==> config.mk <==
export PLATFORM = sky130hd
export DESIGN_NAME = note_sequencer
export DESIGN_NICKNAME = d
export VERILOG_FILES = /design/src/rtl/note_sequencer_pkg.sv /design/src/rtl/note_sequencer_lane_shift.sv /design/src/rtl/note_sequencer.sv
export SDC_FILE = /design/constraint.sdc
export NUM_CORES = 1
export LEC_CHECK = 0
export CAP_MARGIN = 20
export CORE_MARGIN = 10
export CORE_UTILIZATION = 40
export DETAILED_ROUTE_END_ITERATION = 7
export HOLD_SLACK_MARGIN = 0.06
export PLACE_DENSITY = 0.61
export SLEW_MARGIN = 20
export SYNTH_ARGS = -nofsm -noshare
export SYNTH_HDL_FRONTEND = slang
export SYNTH_SLANG_ARGS = --single-unit
==> constraint.sdc <==
create_clock -name clk -period 12.2 [get_ports clk]
set_input_delay 2.44 -clock clk [delete_from_list [all_inputs] [get_ports clk]]
set_output_delay 2.44 -clock clk [all_outputs]
set_load 0.05 [all_outputs]
==> src/rtl/note_sequencer_pkg.sv <==
// Shared types and constants for the note sequencer: FSM state encoding,
// lane/score/combo widths and the saturating score update.
package ddr_pkg;

   typedef enum logic [1:0] {
      ST_IDLE   = 2'd0,
      ST_PLAY   = 2'd1,
      ST_PAUSED = 2'd2,
      ST_OVER   = 2'd3
   } state_e;

   localparam int unsigned LANES      = 4;
   localparam int unsigned SCORE_W    = 16;
   localparam int unsigned COMBO_W    = 8;
   localparam int unsigned SCORE_BASE = 10;

   // Adds the per-hit award (base plus combo/8), clamping at all-ones.
   function automatic logic [SCORE_W-1:0] score_add(input logic [SCORE_W-1:0] s,
                                                    input logic [COMBO_W-1:0] c);
      logic [SCORE_W:0] sum;
      sum = {1'b0, s} + (SCORE_W+1)'(SCORE_BASE) + (SCORE_W+1)'(c[COMBO_W-1:3]);
      return sum[SCORE_W] ? '1 : sum[SCORE_W-1:0];
   endfunction

endpackage

==> src/rtl/note_sequencer_lane_shift.sv <==
// One playfield lane: ROWS-bit shift register with spawn load, hit-window
// clear of the note nearest the hit row, and drop-out detection.
module lane_shift #(
   parameter int unsigned ROWS       = 16,
   parameter int unsigned HIT_WINDOW = 2
) (
   input  logic            clk,
   input  logic            rst,
   input  logic            clear_i,
   input  logic            shift_i,
   input  logic            press_i,
   input  logic            spawn_i,
   output logic [ROWS-1:0] lane_o,
   output logic            hit_o,
   output logic            drop_o
);

   logic [ROWS-1:0] lane_q, lane_d, cleared;
   logic            found;

   // Press is resolved on the pre-shift contents; the shift then acts on the
   // cleared copy so a note hit on the tick edge never counts as dropped.
   always_comb begin
      cleared = lane_q;
      found   = 1'b0;
      if (press_i) begin
         for (int unsigned k = 0; k < HIT_WINDOW; k++) begin
            if (!found && lane_q[ROWS-1-k]) begin
               cleared[ROWS-1-k] = 1'b0;
               found             = 1'b1;
            end
         end
      end
   end

   assign hit_o  = found;
   assign drop_o = shift_i & cleared[ROWS-1];

   always_comb begin
      lane_d = cleared;
      if (clear_i) begin
         lane_d = '0;
      end else if (shift_i) begin
         lane_d = {cleared[ROWS-2:0], spawn_i};
      end
   end

   always_ff @(posedge clk or posedge rst) begin
      if (rst) begin
         lane_q <= '0;
      end else begin
         lane_q <= lane_d;
      end
   end

   assign lane_o = lane_q;

endmodule

==> src/rtl/note_sequencer.sv <==
// Four-lane falling-note rhythm game core: playfield, scoring, combo and FSM.
// Optional macro NOTE_SEQ_CHORD_EN enables two-note chord spawns.
module note_sequencer
   import ddr_pkg::*;
#(
   parameter int unsigned ROWS       = 16,
   parameter int unsigned MISS_LIMIT = 8,
   parameter int unsigned DENSITY    = 6,
   parameter int unsigned HIT_WINDOW = 2
) (
   input  logic                  clk,
   input  logic                  rst,
   input  logic [7:0]            random_num,
   input  logic                  step_tick,
   input  logic [3:0]            btn,
   input  logic                  start,
   input  logic                  pause,
   output logic [4*ROWS-1:0]     field,
   output logic                  hit,
   output logic                  miss,
   output logic [SCORE_W-1:0]    score,
   output logic [COMBO_W-1:0]    combo,
   output logic [1:0]            state
);

   localparam int unsigned MW = $clog2(MISS_LIMIT + 1);

   state_e              state_q, state_d;
   logic [SCORE_W-1:0]  score_q, score_d;
   logic [COMBO_W-1:0]  combo_q, combo_d;
   logic [MW-1:0]       miss_cnt_q, miss_cnt_d;
   logic                hit_q, hit_d, miss_q, miss_d;

   logic                active, lane_clear;
   logic [LANES-1:0]    spawn, press, lane_hit, lane_drop;
   logic [ROWS-1:0]     lane_v [LANES];

   assign active = (state_q == ST_PLAY) && !pause;
   assign press  = btn & {LANES{active}};

   always_comb begin
      spawn = '0;
      if ({29'b0, random_num[7:5]} < DENSITY) begin
         spawn[random_num[1:0]] = 1'b1;
`ifdef NOTE_SEQ_CHORD_EN
         if (random_num[4]) spawn[random_num[3:2]] = 1'b1;
`endif
      end
   end

`ifndef NOTE_SEQ_CHORD_EN
   logic unused_rn;
   assign unused_rn = ^random_num[4:2];
`endif

   for (genvar g = 0; g < LANES; g++) begin : g_lane
      lane_shift #(
         .ROWS       (ROWS),
         .HIT_WINDOW (HIT_WINDOW)
      ) u_lane (
         .clk     (clk),
         .rst     (rst),
         .clear_i (lane_clear),
         .shift_i (step_tick & active),
         .press_i (press[g]),
         .spawn_i (spawn[g]),
         .lane_o  (lane_v[g]),
         .hit_o   (lane_hit[g]),
         .drop_o  (lane_drop[g])
      );
      assign field[g*ROWS +: ROWS] = lane_v[g];
   end

   always_comb begin
      state_d    = state_q;
      score_d    = score_q;
      combo_d    = combo_q;
      miss_cnt_d = miss_cnt_q;
      hit_d      = 1'b0;
      miss_d     = 1'b0;
      lane_clear = 1'b0;
      unique case (state_q)
         ST_IDLE: begin
            if (start) begin
               state_d    = ST_PLAY;
               score_d    = '0;
               combo_d    = '0;
               miss_cnt_d = '0;
               lane_clear = 1'b1;
            end
         end
         ST_PLAY: begin
            if (pause) begin
               state_d = ST_PAUSED;
            end else begin
               // Lanes are folded in order so each hit lane adds its own award.
               for (int unsigned l = 0; l < LANES; l++) begin
                  if (press[l]) begin
                     if (lane_hit[l]) begin
                        hit_d = 1'b1;
                        if (combo_d != '1) combo_d = combo_d + 1'b1;
                        score_d = score_add(score_d, combo_d);
                     end else begin
                        combo_d = '0;
                     end
                  end
               end
               if (|lane_drop) begin
                  miss_d     = 1'b1;
                  combo_d    = '0;
                  miss_cnt_d = miss_cnt_q + MW'(1);
                  if (miss_cnt_d == MW'(MISS_LIMIT)) begin
                     state_d    = ST_OVER;
                     lane_clear = 1'b1;
                  end
               end
            end
         end
         ST_PAUSED: begin
            if (!pause) state_d = ST_PLAY;
         end
         ST_OVER: begin
            if (start) state_d = ST_IDLE;
         end
         default: state_d = ST_IDLE;
      endcase
   end

   always_ff @(posedge clk or posedge rst) begin
      if (rst) begin
         state_q    <= ST_IDLE;
         score_q    <= '0;
         combo_q    <= '0;
         miss_cnt_q <= '0;
         hit_q      <= 1'b0;
         miss_q     <= 1'b0;
      end else begin
         state_q    <= state_d;
         score_q    <= score_d;
         combo_q    <= combo_d;
         miss_cnt_q <= miss_cnt_d;
         hit_q      <= hit_d;
         miss_q     <= miss_d;
      end
   end

   assign hit   = hit_q;
   assign miss  = miss_q;
   assign score = score_q;
   assign combo = combo_q;
   assign state = state_q;

endmodule

==> impl_summary.md <==
Outcome
The flow ran to the end, and the final reports show no timing, DRC or antenna violations.

Critical path
The largest incremental delay on the critical path is 0.47 ns. The worst setup path is launched from an input pin. The critical path's top delay family is compound AO/OA/AOI/OAI gates.

The worst setup path is captured at a register. For the worst setup path, the data arrival time is 11.55 ns. The cell that appears most often on the critical path is sky130_fd_sc_hd__ha_1.

Along the worst path, the maximum fanout reaches 10. The data required time of the worst path is 12.43 ns. The critical path is of the in -> reg type. The number of buffer and inverter instances along the worst setup path is 6. The slowest stage cell on the critical path is sky130_fd_sc_hd__clkdlybuf4s50_1.

Timing
Setup violations remaining at the end of the flow were counted as 0. The worst hold slack is 0.505 ns. The setup skew after layout is 0.0118 ns. The maximum clock frequency is 88.4 MHz. The count of final hold-check violations is 0. The slew at the pin closest to its max-slew limit is 0.934 ns. The tightest slew margin relative to the limit is 37.7%. The setup total negative slack is 0 ns. The post-route clock period utilization is 92.7%.

The number of pins with negative max-slew slack in the final report is 0. Setup repair after global routing left no endpoint under its margin. The minimum clock period after layout is 11.31 ns. Across all setup checks in the final design, the least slack found is 0.888 ns.

Power and ir drop
The part of the power in the clock network is 34.0%. The switching share of power is 37.3%. The analysis attributes to cell leakage a power of 0.00388 uW.

The analysis attributes to net switching a power of 313 uW. The maximum VDD drop is 0.0000862 V. The power share of the sequential group is 41.3%. For this design the ratio of total power to cell area is 81.4 nW/um2.

The internal cell power is 526 uW. Of the total power, combinational logic draws 24.8%.

Floorplan
The boundary pin count is 109. The floorplan step set the die height to 168 um. The full die area is 28200 um2.

The effective utilization at floorplan is 40.3%. The width of the die is 168 um. The placeable core region is 21700 um2. The floorplan has 54 rows.

Clocking
The buffer count from post-CTS setup fixing is 0. CTS placed an instance of sky130_fd_sc_hd__clkbuf_16 at the clock tree root. Clock-pin slew was measured on the worst setup and hold paths at 0.07 ns. The clock latency on the worst-skew pair is 0.35 ns.

The maximum buffer depth of the clock tree is 2. TritonCTS created 9 clock buffers. The count of instances resized after the clock tree is built is 0. The post-cts hold buffer count is 0.

TritonCTS built the clock tree. The CTS sink count is 96. The number of H-tree branching levels is 3.

Drt
Summing over every cut layer, the via total after detailed routing is 8729. Summed over all layers, the routed wires come to 27.0 mm. In this run the remaining antenna-violating nets after routing total 0. The iteration-0 DRC count of the detailed router is 627. In the routed layout, each cell is associated on average with a via count of 5.91. The pre-antenna-repair detailed-routing pass consisted of 5 iterations. The final routed wire length divided by cell count is 18.3 um. The post-route DRC violation count is 0.

Global routing
The global-route congestion overflow total is 0. Global routing consumed, over all layers together, 18.4% of the routing resources. The number of antenna violations at the first check in global routing is 0. The via count of the first global-routing pass is 8064. The pin count of the biggest net entering global routing is 62. In the global route stage, met3 resource usage came out at 6.01%. The met1 layer usage reported by global route is 24.9%. The first-pass GRT wire length is 43.7 mm. The global routing's busiest layer is met2. The met2 capacity usage during global routing is 28.2%.

Layout
At the end of the flow, the number of nets in the layout was 1257. The post-route standard cell area excluding fillers is 10300 um2. In the final layout, the share of cells above drive strength 1 is 8.53%. The area growth from synthesis to layout is 17.8%. The count of cells in the finished layout, fillers not included, comes to 1476. The number of antenna cells inserted is 0.

Synth
The post-synthesis adder-cell area fraction is 7.36%. Counting flops with a built-in enable in the synthesized netlist gives 0. In the synthesized netlist the dominant register cell turns out to be sky130_fd_sc_hd__dfrtp_1. The post-synthesis area per instance is 7.81 um2. The synthesis-stage register bit count is 96. The biggest area contributor in the post-synthesis netlist is sky130_fd_sc_hd__dfrtp_1. The Yosys step of the flow raised 0 warnings. In the synthesized netlist the async set-or-reset flop fraction comes to 100%. The number of nets handed over by synthesis was 1185. After synthesis, the netlist uses 108 different library cells. The xor/xnor share of the synthesized area is 2.50%. Multiplexer cells account for 1.83% of the synthesized area. Summing the areas of all compound-gate instances in the mapped netlist gives 30.4% of the synthesized area. The share of the Yosys chip area taken by registers is 27.5%. The synthesized netlist devotes 25.2% of its cell area to simple gates. Yosys attributes the largest share of cell area to sky130_fd_sc_hd__dfrtp_1 27%, sky130_fd_sc_hd__nand2_1 8.5%, sky130_fd_sc_hd__ha_1 6.4%.

The cell area after synthesis is 8740 um2. The cell count after synthesis is 1119. The dominant combinational cell family by area after synthesis is compound AO/OA/AOI/OAI gates. The area share of the largest cell type after synthesis is 27.5%.

Placed design
Routability-driven placement finished with a final weighted congestion of 0.927. Port buffering added 104 buffers. Once placement finished, the instance area stood at 9990 um2. Prior to clock tree synthesis, the placed netlist has a worst setup slack of 0.422 ns. The detailed placer's ending HPWL is 20.4 mm. The number of placed cells counting well taps is 1460.

Min path
The worst hold path belongs to the class reg -> reg.

Job
The number of max-cap violations is 0.
==> path summary, 6_finish.rpt <==
path	startpoint	endpoint	slack, ns	depth (start not counted)
max in group asynchronous	rst	combo[0]	8.63	3
min in group asynchronous	rst	score[8]	2.52	2
hold / removal	miss_cnt_q[3]	miss_cnt_q[3]	0.50	1
hold reg to reg	miss_cnt_q[3]	miss_cnt_q[3]	0.50	1
setup / recovery	pause	score[9]	0.89	43
setup reg to reg	combo[0]	score[9]	2.30	45
==> registers in the layout (all words and copies together), names as in the netlist <==
signal	flops
g_lane.u_lane.lane_o	64
score	16
combo	8
miss_cnt_q	4
state	2
hit	1
miss	1
==> area by class of cell <==
class                      count  area [um2]
fill                        2140       11400
multi-input combinational    915        5900
sequential                    96        2400
timing repair buffer         121        1170
tap                          280         350
clock buffer                  10         239
inverter                      48         183
clock inverter                 6        55.1
==> layout by cell type, fill, tap and decap left out, drive strengths merged, types with 14 or more instances in the layout <==
cell type,count
nand2,203
a21oi,115
clkdlybuf4s50,104
dfrtp,96
nor2,72
o21ai,65
nand3,53
inv,53
ha,45
nor3,30
o211ai,22
xnor2,19
buf,17
and2,15
a211oi,15
a21o,14
or2,14
==> cell usage after synthesis, types with 19 or more instances <==
cell,instances
sky130_fd_sc_hd__nand2_1,199
sky130_fd_sc_hd__ha_1,45
sky130_fd_sc_hd__clkbuf_1,38
sky130_fd_sc_hd__a21oi_1,112
sky130_fd_sc_hd__nor2_1,70
sky130_fd_sc_hd__o211ai_1,20
sky130_fd_sc_hd__nor3_1,25
sky130_fd_sc_hd__xnor2_1,19
sky130_fd_sc_hd__dfrtp_1,96
sky130_fd_sc_hd__o21ai_0,54
sky130_fd_sc_hd__nand3_1,52
sky130_fd_sc_hd__inv_1,47
==> logic make-up after synthesis <==
| logic type | Yosys count |
|---|---|
| xor+xnor | 25 |
| fa+ha+maj | 49 |
| flops | 96 |
| compound gates | 372 |
| mux | 15 |
| simple gates | 454 |
| buf+inv | 108 |
==> metrics by stage <==
stage | util [%] | total power, uW
floorplan | - | 496
global placement | 46.1 | 561
detailed placement | 46.1 | 561
CTS | 47.4 | 848
global route | 47.5 | 883
finish | 47.5 | 839
==> routing by layer <==
| metal | share of wire [%] | wire, um |
|---|---|---|
| met2 | 44 | 11900 |
| met1 | 45 | 12100 |
| met4 | 0.93 | 250 |
| met3 | 9.9 | 2680 |
| met5 | 0 | 0 |
==> power groups by stage <==
stage / combinational [uW] / clock, uW / sequential, uW
final: 208 / 285 / 346
after global routing: 229 / 305 / 349
after CTS: 210 / 292 / 346
after detailed placement: 209 / 0 / 352
after global placement: 210 / 0 / 352
after floorplan: 122 / 0 / 374
(Power assumes the default switching activity.)
